===== src/rtl/vga_timing_gen.sv =====
// Parametrised raster timing generator: pixel strobe, H/V sync, data enable, markers and frame counter.
// Outputs are registered and lag the internal hc/vc counters by one pixel; stopping only happens at a frame boundary.
module vga_timing_gen #(
  parameter int CLK_DIV    = 4,
  parameter int H_ACTIVE   = 640,
  parameter int H_FP       = 16,
  parameter int H_SYNC     = 96,
  parameter int H_BP       = 48,
  parameter int V_ACTIVE   = 480,
  parameter int V_FP       = 10,
  parameter int V_SYNC     = 2,
  parameter int V_BP       = 33,
  parameter bit H_SYNC_POL = 1'b0,
  parameter bit V_SYNC_POL = 1'b0,
  parameter int CW         = 10,
  parameter int FCW        = 16
) (
  input  logic           clk,
  input  logic           reset,
  input  logic           en,
  output logic           busy,
  output logic           pix_stb,
  output logic           hsync,
  output logic           vsync,
  output logic           de,
  output logic [CW-1:0]  pixel_x,
  output logic [CW-1:0]  pixel_y,
  output logic           line_start,
  output logic           frame_start,
  output logic           frame_end,
  output logic [FCW-1:0] frame_count
);

  localparam int H_TOTAL = H_ACTIVE + H_FP + H_SYNC + H_BP;
  localparam int V_TOTAL = V_ACTIVE + V_FP + V_SYNC + V_BP;
  localparam int DW      = $clog2(CLK_DIV);

  localparam logic [DW-1:0] DIV_LAST = DW'(CLK_DIV - 1);
  localparam logic [CW-1:0] H_LAST   = CW'(H_TOTAL - 1);
  localparam logic [CW-1:0] V_LAST   = CW'(V_TOTAL - 1);
  localparam logic [CW:0]   H_ACT_W  = (CW+1)'(H_ACTIVE);
  localparam logic [CW:0]   V_ACT_W  = (CW+1)'(V_ACTIVE);
  localparam logic [CW:0]   HS_BEG   = (CW+1)'(H_ACTIVE + H_FP);
  localparam logic [CW:0]   HS_END   = (CW+1)'(H_ACTIVE + H_FP + H_SYNC);
  localparam logic [CW:0]   VS_BEG   = (CW+1)'(V_ACTIVE + V_FP);
  localparam logic [CW:0]   VS_END   = (CW+1)'(V_ACTIVE + V_FP + V_SYNC);

  typedef enum logic [1:0] {IDLE, RUN, STOPPING} state_t;

  state_t        state;
  state_t        state_nxt;
  logic          go_idle;
  logic [DW-1:0] div;
  logic [CW-1:0] hc;
  logic [CW-1:0] vc;
  logic [CW:0]   hc_w;
  logic [CW:0]   vc_w;
  logic          h_last;
  logic          v_last;

  always_ff @(posedge clk) begin
    if (reset) state <= IDLE;
    else       state <= state_nxt;
  end

  // frame_end is high for the single clock after the last pixel loads, which is the stop point.
  always_comb begin
    state_nxt = state;
    case (state)
      IDLE:     if (en) state_nxt = RUN;
      RUN:      if (!en) state_nxt = STOPPING;
      STOPPING: begin
        if (en)             state_nxt = RUN;
        else if (frame_end) state_nxt = IDLE;
      end
      default:  state_nxt = IDLE;
    endcase
  end

  always_comb begin
    busy    = (state != IDLE);
    go_idle = (state == STOPPING) && (state_nxt == IDLE);
  end

  assign hc_w   = {1'b0, hc};
  assign vc_w   = {1'b0, vc};
  assign h_last = (hc == H_LAST);
  assign v_last = (vc == V_LAST);

  always_ff @(posedge clk) begin
    if (reset || state == IDLE || go_idle) begin
      div         <= '0;
      hc          <= '0;
      vc          <= '0;
      pix_stb     <= 1'b0;
      de          <= 1'b0;
      pixel_x     <= '0;
      pixel_y     <= '0;
      hsync       <= ~H_SYNC_POL;
      vsync       <= ~V_SYNC_POL;
      line_start  <= 1'b0;
      frame_start <= 1'b0;
      frame_end   <= 1'b0;
      if (reset) frame_count <= '0;
    end else begin
      div         <= (div == DIV_LAST) ? '0 : div + DW'(1);
      pix_stb     <= (div == DIV_LAST);
      line_start  <= 1'b0;
      frame_start <= 1'b0;
      frame_end   <= 1'b0;
      if (pix_stb) begin
        pixel_x     <= hc;
        pixel_y     <= vc;
        de          <= (hc_w < H_ACT_W) && (vc_w < V_ACT_W);
        hsync       <= ((hc_w >= HS_BEG) && (hc_w < HS_END)) ? H_SYNC_POL : ~H_SYNC_POL;
        vsync       <= ((vc_w >= VS_BEG) && (vc_w < VS_END)) ? V_SYNC_POL : ~V_SYNC_POL;
        line_start  <= (hc == '0);
        frame_start <= (hc == '0) && (vc == '0);
        frame_end   <= h_last && v_last;
        if (h_last && v_last) frame_count <= frame_count + FCW'(1);
        if (h_last) begin
          hc <= '0;
          vc <= v_last ? '0 : vc + CW'(1);
        end else begin
          hc <= hc + CW'(1);
        end
      end
    end
  end

endmodule


===== config.mk =====
export PLATFORM = sky130hd
export DESIGN_NAME = vga_timing_gen
export DESIGN_NICKNAME = d
export VERILOG_FILES = /design/src/rtl/vga_timing_gen.sv
export SDC_FILE = /design/constraint.sdc
export NUM_CORES = 1
export LEC_CHECK = 0
export CORE_ASPECT_RATIO = 0.9
export CORE_UTILIZATION = 50
export DETAILED_ROUTE_END_ITERATION = 8
export GPL_ROUTABILITY_DRIVEN = 0
export PLACE_DENSITY = 0.73
export SETUP_SLACK_MARGIN = 0.4
export SLEW_MARGIN = 20
export SYNTH_ARGS = -nofsm -noshare
export SYNTH_HDL_FRONTEND = slang
export SYNTH_SLANG_ARGS = --single-unit

===== constraint.sdc =====
create_clock -name clk -period 3.2 [get_ports clk]
set_clock_uncertainty 0.05 [all_clocks]
set_input_delay 0.64 -clock clk [delete_from_list [all_inputs] [get_ports clk]]
set_output_delay 0.64 -clock clk [all_outputs]
set_load 0.01 [all_outputs]

==> out/qor.csv, run 1 <==
metric,value,unit
outcome,"complete, but fails checks",
failing checks,DRC,
register bit total from synthesis,67,
P&R area growth vs syn,22.2,%
Hold Startpoint,div[0],
largest net degree at the start of global routing,28,
Clock Latency Late Sink,0.34,ns
top fanout value on the critical path,11,
Ys Warns,0,
Die Wd,84.0,um
Post-synth top cells,"nor2_1 (53), dfxtp_1 (51), mux2i_1 (24)",
"count leader, synth",nor2_1,
final core occ,64.2,%
fin nets,362,
Initial Util,52.6,%
critical path class,flop to output port,
Critical Path RT,2.51,ns
TritonCTS clock tree,yes,
clock sink count,67,
synthesized cell area,3030,sq um
setup slack at placement,0.678,ns
f_max,441,MHz
sum of negative setup slack,0,ns
clk slew on worst S/H paths,0.07,ns
hold_ws,0.386,ns
hold buffers post-CTS,0,
layout cells sized above 1,6.42,%
"CP delay by family, top",buffers and inverters,
vias in the first global route,2087,
hold crit path type,flop to flop,
final worst-path setup slack,0.932,ns
Slew @ Worst Pin,0.619,ns
die height,75.8,um
worst rel slew slack,58.6,%
Hold EP,div[0],
Max Slew Vio Count,0,
Main synth FF type,dfxtp_1,
FF-to-FF End,vc[5],
Final Hold Viols,0,
hold path cells,1,
I/O pin total,47,
Num CTS Buffers,9,
Avg Inst Size Synth,9.83,sq um
die footprint,6370,sq um
Peak supply drop,372,uV
PD cells,422,nW/um^2
crit path DAT,1.58,ns
DPL Wire Length,4310,um
Post-synth EDFFs,16,
FF-to-FF Start,hc[0],
"Setup violations, final",0,
postcts setup bufs,0,
first-pass GRT wire length,10100,um
slowest CP cell,clkdlybuf4s50_1,
max cap viols,0,
Root Buffer,clkbuf_8,
ant diodes,0,
routed vias,2346,
Critical Path Start Type,flop,
min Tclk post-route,2.27,ns
port bufs,46,
core area,5760,sq um
gr ovfl total,0,
Static Leakage,1.22,nW
"Critical Path, Cell by Cell",clkdlybuf4s50_1,
Synth area leaders,"dfxtp_1 (34%), edfxtp_1 (16%), mux2i_1 (7.9%), nor2_1 (6.6%), xor2_1 (4.6%)",
Synth Instances,308,
row cnt,26,
First-pass DRT Iterations,6,
antenna violations before repair,0,
distinct cell type count after synthesis,40,
sequential area share after synthesis,49.6,%
post-synth top area cell,dfxtp_1,
Worst Setup End Kind,output port,
Max Root-Sink Buffers,2,
R2R cell count,5,
period utilization,70.9,%
final WL,6130,um
R2R setup slack,0.96,ns
CP bufs+invs,1,
# DRC,4,
Vias/cell,5.48,
syn_nets,317,
first-iteration detailed-routing DRC count,119,
H-tree depth,3,
Synth top area share,33.7,%
RSZ-0062 raised after global routing,no,
"Async S/R FF share, synth",0,%
Post-CTS Resized,0,
WL/cell,14.3,um
Critical Path Max Stage Delay,0.63,ns
GRT Overall Usage,20.6,%
antenna-violating nets left,0,
-- per-stage QoR --
| step | cells | power (mW) | instance area (sq um) |
|---|---|---|---|
| 5_1_grt | 428 | 1.62 | 3700 |
| 6_report | 428 | 1.56 | 3700 |
| 3_3_place_gp | 412 | 0.984 | 3540 |
| 2_1_floorplan | 308 | 0.946 | 3030 |
| 4_1_cts | 428 | 1.58 | 3700 |
| 3_5_place_dp | 412 | 0.985 | 3540 |
-- cell type report --
cell class,instances,area [sq um]
Fill cell,483,2060
Sequential cell,67,1500
Multi-Input combinational cell,219,1430
Timing Repair Buffer,50,490
Clock buffer,13,149
Tap cell,70,87.6
Inverter,6,22.5
Clock inverter,3,13.8
-- worst max path at each step --
stage | end | depth (start not counted) | from | slack (ns)
after CTS | pix_stb | 1 | pix_stb | 0.91
after detailed placement | vc[8] | 6 | en | 0.68
after global routing | frame_count[2] | 5 | hc[0] | 0.82
after global placement | vc[8] | 6 | en | 0.72
final | pix_stb | 1 | pix_stb | 0.93
after floorplan | frame_count[0] | 4 | hc[1] | 0.83
-- metal layers --
metal  vias to the layer above  GRT usage [%]  share of wire (%)
li1                       1183              -                  -
met1                      1103           26.6                 48
met2                        51           33.5                 46
met3                         9           5.53                4.4
met4                         0           8.81                1.7
met5                         -              0                  0
-- state kept, by name (all words and copies together), names as in the netlist --
| register | cells |
|---|---|
| vsync | 1 |
| hsync | 1 |
| pixel_x | 10 |
| line_start | 1 |
| pix_stb | 1 |
| pixel_y | 10 |
| hc | 10 |
| div | 2 |
| frame_end | 1 |
| state | 2 |
| frame_count | 16 |
| de | 1 |
| frame_start | 1 |
| vc | 10 |
-- placed cells by master, fill, tap and decap left out, drive strengths merged --
| cell type | instances |
|---|---|
| nor2 | 53 |
| mux2i | 24 |
| or3 | 4 |
| and3 | 8 |
| xor2 | 16 |
| buf | 4 |
| a31oi | 1 |
| o32ai | 1 |
| o211ai | 1 |
| clkdlybuf4s50 | 46 |
| nor4 | 5 |
| a21o | 1 |
| or2 | 2 |
| clkinv | 3 |
| nand2 | 10 |
| edfxtp | 16 |
| and4 | 4 |
| nor2b | 1 |
| nor4b | 2 |
| nor3b | 2 |
| nor3 | 9 |
| nand4b | 1 |
| clkbuf | 13 |
| inv | 6 |
| and4bb | 1 |
| o21ai | 5 |
| o31ai | 1 |
| nor4bb | 1 |
| or4 | 1 |
| dfxtp | 51 |
| nand4 | 15 |
| ha | 6 |
| and3b | 1 |
| nand2b | 4 |
| a21oi | 8 |
| nand4bb | 1 |
| nand3b | 1 |
| xnor2 | 9 |
| nand3 | 20 |
-- report_power, final --
part | leakage, nW | switching (mW) | internal, mW
registers | 0.576 | 0.0153 | 0.879
clock network | 0.0848 | 0.296 | 0.298
logic | 0.561 | 0.0378 | 0.0339
total | 1.22 | 0.349 | 1.21
-- kinds of logic after synthesis --
| family | count (synthesis) | synth area share [%] |
|---|---|---|
| muxes | 24 | 7.94 |
| xor gates and xnor gates | 25 | 7.23 |
| AOI/OAI and AO/OA | 18 | 3.39 |
| and+or+nand+nor | 146 | 26.2 |
| buffers and inverters | 22 | 3.18 |
| adders and majority gates | 6 | 2.48 |
| DFF | 67 | 49.6 |
Power figures use the tool's default switching activity.
==> inputs of run 2 (changes only) <==
--- a/config.mk
+++ b/config.mk
@@ -6,7 +6,7 @@
 export NUM_CORES = 1
 export LEC_CHECK = 0
 export CORE_ASPECT_RATIO = 0.9
-export CORE_UTILIZATION = 50
+export CORE_UTILIZATION = 48
 export DETAILED_ROUTE_END_ITERATION = 8
 export GPL_ROUTABILITY_DRIVEN = 0
 export PLACE_DENSITY = 0.73
==> constraint.sdc (replaced) <==
create_clock -name clk -period 2 [get_ports clk]
set_clock_uncertainty 0.05 [all_clocks]
set_input_delay 0.4 -clock clk [delete_from_list [all_inputs] [get_ports clk]]
set_output_delay 0.4 -clock clk [all_outputs]
set_load 0.01 [all_outputs]
==> run 2 against run 1 <==
Effect of this change: sequential cell count did not move; sequential power rose by 58%; the run now ends clean; die area rose by 4.1%; register-to-register slack got worse by 0.73 ns; global-route usage rose by 2.9 points; critical path depth rose by 5; final area rose by 17%; sequential share of layout area fell by 5.4 points.
==> out/qor.csv, run 2 (synthesized netlist as in run 1, its figures left out) <==
metric,value,unit,change
Vias/cell,5.36,,-2.2%
Initial Util,49.5,%,-3.1 points
Placed Cells,443,,+7.5%
Hold Startpoint,div[0],,
vias in the first global route,2580,,+24%
I/O pin total,47,,unchanged
ant diodes,0,,unchanged
core area,6110,sq um,+6.2%
Num CTS Buffers,9,,unchanged
antenna-violating nets left,0,,unchanged
outcome,"finished, final reports clean",,
Root Buffer,clkbuf_8,,
total power,2.80,mW,+80%
H-tree depth,3,,unchanged
final worst-path setup slack,0.234,ns,-0.698 ns
# DRC,0,,-4
TritonCTS clock tree,yes,,
number of flip-flops in the largest register,16,,unchanged
WL/cell,15.2,um,+5.8%
Worst Setup End Kind,flop,,
clk slew on worst S/H paths,0.07,ns,about the same
hold buffers post-CTS,0,,unchanged
largest net degree at the start of global routing,17,,-39%
first-pass GRT wire length,12300,um,+23%
Setup crit start,hc[0],,
"Setup violations, final",0,,unchanged
slowest CP cell,dfxtp_4,,
"Critical Path, Cell by Cell","ha_4, and4bb_2, nand3_4, o31ai_4, buf_6, buf_16",,
routed vias,2653,,+13%
min Tclk post-route,1.77,ns,
"commonest cells after routing, fill and taps aside","nor2_1 (50), dlygate4sd2_1 (42), buf_4 (41)",,
Die Wd,85.7,um,+2.0%
PD cells,645,nW/um^2,+53%
first-iteration detailed-routing DRC count,120,,+0.84%
Peak supply drop,490,uV,+32%
Clock Latency Late Sink,0.34,ns,about the same
final WL,7510,um,+22%
port bufs,46,,unchanged
gr ovfl total,0,,unchanged
"Most flops, register",frame_count,,
crit path DAT,1.78,ns,+0.20 ns
layout cells sized above 1,27.5,%,+21 points
worst rel slew slack,73.7,%,+15 points
period utilization,88.3,%,
fin nets,412,,+14%
Max Slew Vio Count,0,,unchanged
row cnt,27,,+3.8%
max cap viols,0,,unchanged
top fanout value on the critical path,8,,-3
Finished Layout Cells,495,,+16%
GRT Overall Usage,23.6,%,+2.9 points
Fillers,465,,-3.7%
First-pass DRT Iterations,5,,-1
Critical Path RT,2.02,ns,-0.49 ns
DPL Wire Length,4590,um,+6.5%
Max Root-Sink Buffers,2,,unchanged
die height,77.3,um,+2.0%
Static Leakage,1.70,nW,+39%
P&R area growth vs syn,43.4,%,
FF-to-FF Start,hc[0],,
RSZ-0062 raised after global routing,yes,,
antenna violations before repair,0,,unchanged
Slew @ Worst Pin,0.391,ns,-0.228 ns
final core occ,71.0,%,+6.8 points
Critical Path Max Stage Delay,0.36,ns,-0.27 ns
"commonest non-fill, non-tap cell in the layout",nor2_1,,
Critical Path Start Type,flop,,
hold crit path type,flop to flop,,
clock sink count,67,,unchanged
die footprint,6630,sq um,+4.1%
sum of negative setup slack,0,ns,unchanged
critical path class,flop to flop,,
Final Hold Viols,0,,unchanged
setup slack at placement,0.00604,ns,-0.672 ns
f_max,566,MHz,
## run 2: changes by cell type in the layout (fill, tap and decap cells not counted), moves of 9 or more
cell,previous run,this run
buf_4,4,41
buf_6,0,9
clkdlybuf4s50_1,46,2
dfxtp_1,51,38
dfxtp_2,0,9
dlygate4sd2_1,0,42
## run 2: path summary, 6_finish.rpt
check,endpoint,cells past startpoint,slack [ns]
worst max register to register,frame_count[5],6,0.23
worst min register to register,div[0],1,0.38
worst max-delay path,frame_count[5],6,0.23
worst min-delay path,div[0],1,0.38
## run 2: timing repair
action | in CTS | in global routing
pin swaps | 12 | 17
setup buffers | 27 | 8
setup endpoints to repair | 73 | 40
gates resized for setup | 69 | 27
gates cloned | 1 | 0
## run 2: final cells by class
type,count,area [sq um],share of cell area (%)
clock inverters,5,77.6,1.79
repair buffers,100,890,20.5
inverters,6,22.5,0.519
clock buffers,11,131,3.03
multi-input cells,219,1580,36.5
well taps,87,109,2.51
flip-flops and latches,67,1530,35.2
## run 2: worst max-delay path: cells and delay by family (launching register included)
family,cells,cell delay [ns]
simple gates,2,0.39
flops,1,0.36
buf+inv,2,0.28
compound gates,1,0.26
fa+ha+maj,1,0.15
## run 2: power by group
part,total [mW],internal (mW),switching [mW]
clock,1.20,0.699,0.506
sequential,1.41,1.40,0.0133
combinational,0.182,0.0908,0.0916
## run 2: metal layers
metal	global-route usage, %	up-vias	wire length (um)
met3	5.96	7	389
met4	8.17	0	51
met1	30.3	1274	3310
met2	38.6	88	3760
li1	-	1284	-
met5	0	-	0
## run 2: metrics by stage
step | area [sq um] | hold slack, ns
after floorplan | 3110 | 0.358
after global placement | 3750 | 0.367
after detailed placement | 3750 | 0.378
after CTS | 4220 | 0.388
after global routing | 4340 | 0.416
final | 4340 | 0.384
==> inputs of run 3 (changes only) <==
--- a/config.mk
+++ b/config.mk
@@ -8,7 +8,6 @@
 export CORE_ASPECT_RATIO = 0.9
 export CORE_UTILIZATION = 48
 export DETAILED_ROUTE_END_ITERATION = 8
-export GPL_ROUTABILITY_DRIVEN = 0
 export PLACE_DENSITY = 0.73
 export SETUP_SLACK_MARGIN = 0.4
 export SLEW_MARGIN = 20
==> results of run 3 <==
Final layout, timing and power as in run 2 (identical DEF).
